==> config.mk <==
export PLATFORM = sky130hd
export DESIGN_NAME = pc_sequencer
export DESIGN_NICKNAME = d
export VERILOG_FILES = /design/src/rtl/musa_pc_pkg.sv /design/src/rtl/pc_next_mux.sv /design/src/rtl/pc_sequencer.sv
export SDC_FILE = /design/constraint.sdc
export NUM_CORES = 1
export LEC_CHECK = 0
export BUFFER_PORTS_ARGS = -buffer_cell sky130_fd_sc_hd__buf_2
export CORE_UTILIZATION = 50
export DETAILED_ROUTE_END_ITERATION = 8
export PLACE_DENSITY = 0.86
export REMOVE_ABC_BUFFERS = 1
export SLEW_MARGIN = 15
export SYNTH_ARGS = -nofsm -noshare
export SYNTH_HDL_FRONTEND = slang
export SYNTH_SLANG_ARGS = --single-unit
==> constraint.sdc <==
create_clock -name clock -period 3.85 [get_ports clock]
set_clock_uncertainty 0.05 [all_clocks]
set_input_delay 0 -clock clock [delete_from_list [all_inputs] [get_ports clock]]
set_output_delay 0 -clock clock [all_outputs]
set_load 0.005 [all_outputs]
==> src/rtl/musa_pc_pkg.sv <==
// Shared types for the program-counter stage: sequencing ops, FSM states, default width.
package musa_pc_pkg;

  localparam int DEFAULT_ADDR_W = 32;

  // Encodings 6 and 7 are not named; decoders treat them as OP_NEXT.
  typedef enum logic [2:0] {
    OP_NEXT   = 3'd0,
    OP_JUMP   = 3'd1,
    OP_BRANCH = 3'd2,
    OP_CALL   = 3'd3,
    OP_RET    = 3'd4,
    OP_HALT   = 3'd5
  } pc_op_t;

  typedef enum logic [1:0] {
    ST_RUN      = 2'd0,
    ST_RET_WAIT = 2'd1,
    ST_HALTED   = 2'd2,
    ST_FAULT    = 2'd3
  } pc_state_t;

endpackage

==> src/rtl/pc_next_mux.sv <==
// Combinational next-PC select and raw push/pop decode; the caller qualifies
// the strobes with its own accept condition.
module pc_next_mux
  import musa_pc_pkg::*;
#(
  parameter int ADDR_W = DEFAULT_ADDR_W
) (
  input  logic [2:0]        op,
  input  logic              branch_taken,
  input  logic [ADDR_W-1:0] target,
  input  logic [ADDR_W-1:0] pc,
  output logic [ADDR_W-1:0] next_pc,
  output logic [ADDR_W-1:0] pc_inc,
  output logic              push,
  output logic              pop
);

  assign pc_inc = pc + ADDR_W'(1);

  always_comb begin
    next_pc = pc_inc;
    push    = 1'b0;
    pop     = 1'b0;
    case (op)
      OP_JUMP:   next_pc = target;
      OP_BRANCH: next_pc = branch_taken ? target : pc_inc;
      OP_CALL: begin
        next_pc = target;
        push    = 1'b1;
      end
      // RET holds pc here; the popped address is loaded from RET_WAIT.
      OP_RET: begin
        next_pc = pc;
        pop     = 1'b1;
      end
      OP_HALT:   next_pc = pc;
      default:   next_pc = pc_inc;
    endcase
  end

endmodule

==> src/rtl/pc_sequencer.sv <==
// Program-counter stage feeding the return-address stack: RUN/RET_WAIT/HALTED/FAULT FSM.
// Define STACK_FAULT_EN to check stackOverflow the cycle after each push/pop and trap into FAULT.
module pc_sequencer
  import musa_pc_pkg::*;
#(
  parameter int                ADDR_W   = DEFAULT_ADDR_W,
  parameter logic [ADDR_W-1:0] RESET_PC = '0
) (
  input  logic              clock,
  input  logic              reset,
  input  logic              stall,
  input  logic [2:0]        op,
  input  logic              branchTaken,
  input  logic [ADDR_W-1:0] target,
  output logic [ADDR_W-1:0] pc,
  output logic              pcValid,
  output logic              writeStack,
  output logic              readStack,
  output logic [ADDR_W-1:0] stackPc,
  input  logic [ADDR_W-1:0] stackOut,
  input  logic              stackOverflow,
  output logic              fault
);

  pc_state_t         state;
  logic              accept;
  logic [ADDR_W-1:0] mux_pc;
  logic              mux_push;
  logic              mux_pop;
  logic              stack_err;

  assign accept = (state == ST_RUN) && !stall;

  pc_next_mux #(
    .ADDR_W (ADDR_W)
  ) u_next_mux (
    .op           (op),
    .branch_taken (branchTaken),
    .target       (target),
    .pc           (pc),
    .next_pc      (mux_pc),
    .pc_inc       (stackPc),
    .push         (mux_push),
    .pop          (mux_pop)
  );

  // Gated by reset so the stack sees no strobe while the FSM is held in reset.
  assign writeStack = reset && accept && mux_push;
  assign readStack  = reset && accept && mux_pop;

`ifdef STACK_FAULT_EN
  logic stackOpPending;

  always_ff @(posedge clock or negedge reset) begin
    if (!reset) begin
      stackOpPending <= 1'b0;
    end else begin
      stackOpPending <= writeStack || readStack;
    end
  end

  assign stack_err = stackOpPending && stackOverflow;
  assign fault     = (state == ST_FAULT);
`else
  logic unused_overflow;

  assign unused_overflow = stackOverflow;
  assign stack_err       = 1'b0;
  assign fault           = 1'b0;
`endif

  always_ff @(posedge clock or negedge reset) begin
    if (!reset) begin
      state   <= ST_RUN;
      pc      <= RESET_PC;
      pcValid <= 1'b1;
    end else if (stack_err) begin
      // A stack error wins over the RET_WAIT reload and any op this cycle.
      state   <= ST_FAULT;
      pcValid <= 1'b0;
    end else begin
      case (state)
        ST_RUN: begin
          if (!stall) begin
            pc <= mux_pc;
            if (op == OP_RET) begin
              state   <= ST_RET_WAIT;
              pcValid <= 1'b0;
            end else if (op == OP_HALT) begin
              state   <= ST_HALTED;
              pcValid <= 1'b0;
            end
          end
        end
        ST_RET_WAIT: begin
          pc      <= stackOut;
          state   <= ST_RUN;
          pcValid <= 1'b1;
        end
        default: begin
          pcValid <= 1'b0;
        end
      endcase
    end
  end

endmodule

==> results of run 1 <==
metrics by stage:
| stage | utilization [%] | power [mW] | hold slack, ps |
|---|---|---|---|
| 3_5_place_dp | 66.67 | 1.767 | 97.98 |
| 4_1_cts | 73.20 | 2.108 | 2.889 |
| 6_report | 73.20 | 2.132 | 0.7490 |
| 2_1_floorplan | - | 1.271 | -345.6 |
| 3_3_place_gp | 66.67 | 1.734 | 83.58 |
| 5_1_grt | 73.20 | 2.275 | 0.5307 |
worst reg2reg max path, cell delays in order, from the launching register on:
cell and delay, ps:
dfrtp_1 490, and4_1 260, nand4_1 610, nor3_1 420
xor2_1 140, a221o_1 330, dlygate4sd3_1 550
cell type report:
class                   instances  share of cell area (%)
flip-flops and latches         35                   22.88
well taps                      70                   2.285
clock inverters                 1                  0.1305
inverters                       7                  0.6854
clock buffers                   7                   1.991
repair buffers                167                   25.46
multi-input cells             281                   46.57
kinds of logic (layout without fill, tap and decap cells):
logic type,Yosys count,after routing
XOR/XNOR,30,30
multiplexers,4,4
adder cells (fa/ha/maj),1,1
other,1,1
buffers and inverters,33,182
AND/OR/NAND/NOR,146,146
flip-flops,35,35
AO/OA/AOI/OAI,99,99
power breakdown:
part | total, mW | internal [mW] | switching, mW
Clock | 0.264 | 0.127 | 0.137
Sequential | 0.807 | 0.517 | 0.290
Combinational | 1.06 | 0.583 | 0.477
Total | 2.13 | 1.23 | 0.904
synth_stat cells, types with 2 or more instances:
master     number
nor2_1         45
dfrtp_1        34
nand2_1        22
o21ai_0        22
nor3_1         19
a21oi_1        17
clkbuf_1       17
xor2_1         17
nand3_1        15
xnor2_1        13
a31oi_1        11
a22oi_1         9
or4_1           8
inv_1           7
o21a_1          7
a2bb2oi_1       6
o22a_1          6
o31ai_1         6
and3_1          5
or3_1           5
buf_2           4
mux2i_1         4
a22o_1          3
and4_1          3
buf_1           3
nand4_1         3
nor4_1          3
or2_2           3
a221o_1         2
a311oi_1        2
and2_1          2
nand2b_1        2
nand3b_1        2
nor4_2          2
nor4_4          2
routing by layer:
metal / wire length (um) / track usage (%)
met1: 3802 / 38.67
met2: 4791 / 60.09
met3: 802 / 6.786
met4: 201 / 10.77
met5: 0 / 0
timing repair:
action	4_1_cts	5_1_grt
setup endpoints to repair	0	0
hold endpoints to repair	48	0
hold buffers	26	0
flip-flops by register name (all words and copies together), names as in the netlist:
register  cells
pc           32
pcValid       1
state         2
worst paths after layout:
| check | from | endpoint | depth (start not counted) |
|---|---|---|---|
| max | pc[14]$_DFFE_PN0P_ | pc[24]$_DFFE_PN0P_ | 6 |
| min | target[0] | pc[0]$_DFFE_PN0P_ | 3 |
| max reg2reg | pc[14]$_DFFE_PN0P_ | pc[24]$_DFFE_PN0P_ | 6 |
| min reg2reg | pcValid$_DFFE_PN1P_ | pcValid$_DFFE_PN1P_ | 2 |
| max in group asynchronous | reset | pc[14]$_DFFE_PN0P_ | 2 |
| min in group asynchronous | reset | pc[25]$_DFFE_PN0P_ | 2 |
placed cells by master (no fill, tap or decap), drive strengths merged, types with 8 or more instances in the layout:
cell type and instances:
nor2 45, nand2 22, nand3 15, dlygate4sd3 26, nor3 19, a21oi 17
buf 141, xor2 17, dfrtp 34, xnor2 13, a31oi 11, or4 8
a22oi 9, o21ai 22
==> metrics.md, run 1 <==
| Metric | Value |
|---|---|
| Status | `finished clean` |
| Fmax | `0.3368 GHz` |
| Num CTS Buffers | `5` |
| Main combinational cell family by area after synthesis | `simple AND/OR/NAND/NOR gates` |
| Die area | `5904 um2` |
| DRC viols | `0` |
| Congestion Overflow GR | `0` |
| Initial antenna violation count | `0` |
| TritonCTS clock tree | `yes` |
| Worst path arrival time | `3100 ps` |
| Worst slew pin tran | `1091 ps` |
| Delay of the slowest critical-path stage | `610 ps` |
| Drt wl/cell | `16.90 um` |
| Mux cell area share after synthesis | `1.430%` |
| Most used DFF post-synth | `dfrtp_1` |
| Final net count | `570` |
| R2R Setup Slk | `880 ps` |
| Gpl congestion | `0.8826` |
| Share of the synthesized area in the top cell type | `30.38%` |
| Power density over the cells | `556.1 nW/um2` |
| Via density per instance | `6.009` |
| Root buffer cell | `clkbuf_8` |
| Post-synthesis simple-gate area fraction | `28.42%` |
| Leakage | `1.790 nW` |
| Synth area leader | `dfrtp_1` |
| Min Clock Period, post-route | `2969 ps` |
| Mean Syn Cell Area | `8.023 um2` |
| Critical Path RT | `3980 ps` |
| Final hold violations | `0` |
| Post-synthesis cell area | `2800 um2` |
| Setup WS pre-CTS | `1372 ps` |
| Die Ht | `76.84 um` |
| Final Worst Setup Slack | `880.6 ps` |
| Final period utilization | `77.13%` |
| FF/Latch Area | `877.1 um2` |
| Htree depth | `2` |
| Synth warn | `0` |
| Initial core utilization | `53.46%` |
| Fill count | `418` |
| Clk slew on worst S/H paths | `70 ps` |
| Number of global-route vias before repair | `3313` |
| RSZ-0062 raised after global routing | `false` |
| Final slew viol count | `0` |
| Startpoint types | `flip-flop` |
| Share of cells above drive strength 1 | `32.13%` |
| FP Rows | `26` |
| CTS Buffer Depth | `2` |
| Flip-flop and latch count after synthesis | `35` |
| Area after DPL | `3492 um2` |
| Clock sinks | `35` |
| Setup TNS | `0 ps` |
| DR pass1 iterations | `4` |
| Post-CTS Setup Repair Bufs | `0` |
| VDD IR max | `0.3789 mV` |
| Post-synthesis sequential area ratio | `31.32%` |
| Complex-gate fraction of the synthesized area | `23.86%` |
| Crit-path cells | `and4_1 -> nand4_1 -> nor3_1 -> xor2_1 -> a221o_1 -> dlygate4sd3_1` |
| Die W | `76.84 um` |
| Synth Area in Adders | `0.4468%` |
| I/O Pins | `140` |
| CP bufs+invs | `1` |
| Ys async rst share | `100.0%` |
| Synth unique cells | `53` |
| Global-route wire length before repair | `15730 um` |
| DP Wirelength | `6501 um` |
| Max-cap violations | `0` |
| CP Class | `reg2reg` |
| Post-Synth XOR/XNOR Area | `9.383%` |
| Post-Layout Cell Count | `568` |
| Worst rel slew slack | `26.78%` |
| Worst-skew pair later-pin latency | `290 ps` |
| Ant diodes | `0` |
| Detailed-route via count | `3413` |
| Final setup fails | `0` |
| Total Wirelength | `9598 um` |
| Final ANT Viol Nets | `0` |
| DR iter-0 viols | `253` |
| Inst Count DP | `534` |
| Slowest-stage cell, CP | `nand4_1` |
| Largest cells by area after synthesis | `dfrtp_1 30%, nor2_1 6.0%, xor2_1 5.3%` |
| Number of synthesized flops with an enable pin | `0` |
| Cell family with most CP delay | `simple AND/OR/NAND/NOR gates` |
| Area of the multi-input gates | `1785 um2` |
| CP max FO | `14` |
| Core ar. | `5238 um2` |
| Post-route cell area | `3834 um2` |
| Critical path endpoint category | `flip-flop` |
| Synthesis-to-finish area growth | `36.91%` |
| Synthesized instance count | `349` |
| Post-cts sizing count | `0` |
| GR Util All Layers | `33.18%` |
| Largest net degree at the start of global routing | `37` |
| Hold/Removal Path Class | `in2reg` |
| IO Port Bufs | `137` |
No activity file was read; power rests on OpenSTA's default activity.
==> run 2, diff against run 1 <==
CORE_UTILIZATION = 47   (was 50)
PLACE_DENSITY = 0.82   (was 0.86)
clock period = 2.79 ns   (was 3.85 ns; I/O delays follow)
==> metrics.md, run 2 (synthesis results as in run 1) <==
| Metric | Value |
|---|---|
| Die Ht | `79.19 um (+3.1%)` |
| CP Class | `reg2reg` |
| Setup WS pre-CTS | `515.0 ps (-856.5 ps)` |
| Min Clock Period, post-route | `2599 ps (-370.4 ps)` |
| RSZ-0062 raised after global routing | `false` |
| Fill count | `479 (+15%)` |
| Post-Layout Cell Count | `578 (+1.8%)` |
| DR iter-0 viols | `281 (+11%)` |
| Worst-skew pair later-pin latency | `290 ps (about the same)` |
| R2R Setup Slk | `190 ps (-690 ps)` |
| Most flops, register | `pc` |
| Share of cells above drive strength 1 | `33.40% (+1.3 points)` |
| IO Port Bufs | `137 (unchanged)` |
| Final Power | `2.936 mW (+38%)` |
| Critical path origin | `state[1]$_DFFE_PN0P_` |
| GR Util All Layers | `30.55% (-2.6 points)` |
| Via density per instance | `5.853 (-2.6%)` |
| Synthesis-to-finish area growth | `39.46%` |
| DR pass1 iterations | `5 (+1)` |
| Detailed-route via count | `3383 (-0.88%)` |
| TritonCTS clock tree | `yes` |
| Hold EP | `pc[5]$_DFFE_PN0P_` |
| Worst rel slew slack | `52.46% (+26 points)` |
| Sw frac | `42.30% (-0.12 points)` |
| Initial core utilization | `49.93% (-3.5 points)` |
| Leakage | `1.827 nW (+2.1%)` |
| RR Endpoint | `pc[15]$_DFFE_PN0P_` |
| Final slew viol count | `0 (unchanged)` |
| R2R depth | `6 (unchanged)` |
| Initial antenna violation count | `0 (unchanged)` |
| Setup TNS | `0 ps (unchanged)` |
| Max-cap violations | `0 (unchanged)` |
| Power density over the cells | `751.8 nW/um2 (+35%)` |
| Top flop regs | `pc x32, state x2, pcValid x1` |
| Htree depth | `2 (unchanged)` |
| Drt wl/cell | `16.45 um (-2.6%)` |
| Congestion Overflow GR | `0 (unchanged)` |
| Post-route cell area | `3905 um2 (+1.9%)` |
| Largest net degree at the start of global routing | `36 (-2.7%)` |
| Die W | `79.19 um (+3.1%)` |
| Reg2reg start | `state[1]$_DFFE_PN0P_` |
| Hold/Removal Path Class | `in2reg` |
| Comb power frac | `49.9% (about the same)` |
| Critical path endpoint category | `flip-flop` |
| Sequential group share of total power | `37.5% (-0.4 points)` |
| Most common cell after layout, fill and taps aside | `buf_2` |
| P_int | `1.694 mW (+38%)` |
| Critical Path RT | `2920 ps (-1060 ps)` |
| Worst path arrival time | `2730 ps (-370 ps)` |
| Num CTS Buffers | `5 (unchanged)` |
| Startpoint types | `flip-flop` |
| Final hold violations | `0 (unchanged)` |
| Die area | `6270 um2 (+6.2%)` |
| CTS Buffer Depth | `2 (unchanged)` |
| Fmax | `0.3848 GHz (+14%)` |
| Gpl congestion | `0.8687 (-1.6%)` |
| Clock sinks | `35 (unchanged)` |
| Worst Hold Depth | `3 (unchanged)` |
| I/O Pins | `140 (unchanged)` |
| Root buffer cell | `clkbuf_8` |
| DRC viols | `0 (unchanged)` |
| Final period utilization | `93.15% (+16 points)` |
| Sw power | `1.242 mW (+37%)` |
| Number of global-route vias before repair | `3154 (-4.8%)` |
| Final ANT Viol Nets | `0 (unchanged)` |
| Worst slew pin tran | `713.1 ps (-377.9 ps)` |
| Status | `finished clean` |
| Clock network fraction of design power | `12.6% (+0.2 points)` |
| Final Worst Setup Slack | `191.0 ps (-689.6 ps)` |
| CP max FO | `11 (-3)` |
| Max reg flops | `32 (unchanged)` |
| Clk slew on worst S/H paths | `80 ps (about the same)` |
| Total Wirelength | `9509 um (-0.93%)` |
| Core ar. | `5608 um2 (+7.1%)` |
| Final net count | `578 (+1.4%)` |
| Final setup fails | `0 (unchanged)` |
| Commonest non-fill, non-tap cells in the layout | `137 x buf_2, 44 x nor2_1, 33 x dfrtp_1` |
| Global-route wire length before repair | `14950 um (-5.0%)` |
| DP Wirelength | `6656 um (+2.4%)` |
| Ant diodes | `0 (unchanged)` |
| FP Rows | `27 (+3.8%)` |
| Hold Startpoint | `target[5]` |
| Inst Count DP | `543 (+1.7%)` |
| Area after DPL | `3547 um2 (+1.6%)` |
| VDD IR max | `0.5852 mV (+54%)` |
[run 2: worst max path at each step]
| stage | endpoint | slack (ps) | cells after the start |
|---|---|---|---|
| after floorplan | pc[25]$_DFFE_PN0P_ | 570 | 5 |
| after global placement | pc[25]$_DFFE_PN0P_ | 570 | 5 |
| after detailed placement | pc[25]$_DFFE_PN0P_ | 520 | 5 |
| after CTS | pc[24]$_DFFE_PN0P_ | 60 | 7 |
| after global routing | pc[24]$_DFFE_PN0P_ | 80 | 7 |
| final | pc[15]$_DFFE_PN0P_ | 190 | 6 |
[run 2: cell type report]
class / count / area [um2] / area share (%)
multi-input cells: 281 / 1790 / 45.85
repair buffers: 175 / 1039 / 26.59
flip-flops and latches: 35 / 878.3 / 22.49
well taps: 72 / 90.09 / 2.307
clock buffers: 7 / 76.32 / 1.954
inverters: 7 / 26.28 / 0.6729
clock inverters: 1 / 5.005 / 0.1282
[run 2: metal layers]
metal | part of all wire, % | up-vias | GRT usage (%)
met3 | 7.4 | 17 | 6.092
met1 | 43 | 1597 | 38.42
met4 | 1.6 | 0 | 10.18
met2 | 48 | 176 | 51.98
li1 | - | 1593 | -
met5 | 0 | - | 0
[run 2: power groups by stage]
stage,Sequential [mW],Combinational [mW],Clock (mW)
finish,1.10,1.46,0.370
global route,1.15,1.61,0.394
CTS,1.09,1.46,0.370
detailed placement,1.10,1.35,0
global placement,1.07,1.34,0
floorplan,1.04,0.716,0
[run 2: critical path, stage by stage, from the launching register on]
cell	delay, ps
dfrtp_1	460
nor3_1	380
nand2_1	400
nor2_2	370
a22oi_1	120
dlygate4sd3_1	600
o311ai_0	100
[run 2: per-stage QoR]
stage          util, %  hold WS [ps]
2_1_floorplan        -        -345.6
3_3_place_gp     63.25         95.67
3_5_place_dp     63.25         95.93
4_1_cts          69.52         1.529
5_1_grt          69.63         14.49
6_report         69.63         5.762
[run 2: repair_timing]
item / CTS / global route
endpoints found under the hold margin: 50 / 0
endpoints found under the setup margin: 0 / 3
setup buffers: 0 / 0
hold buffers: 27 / 0
resized for setup: 0 / 3
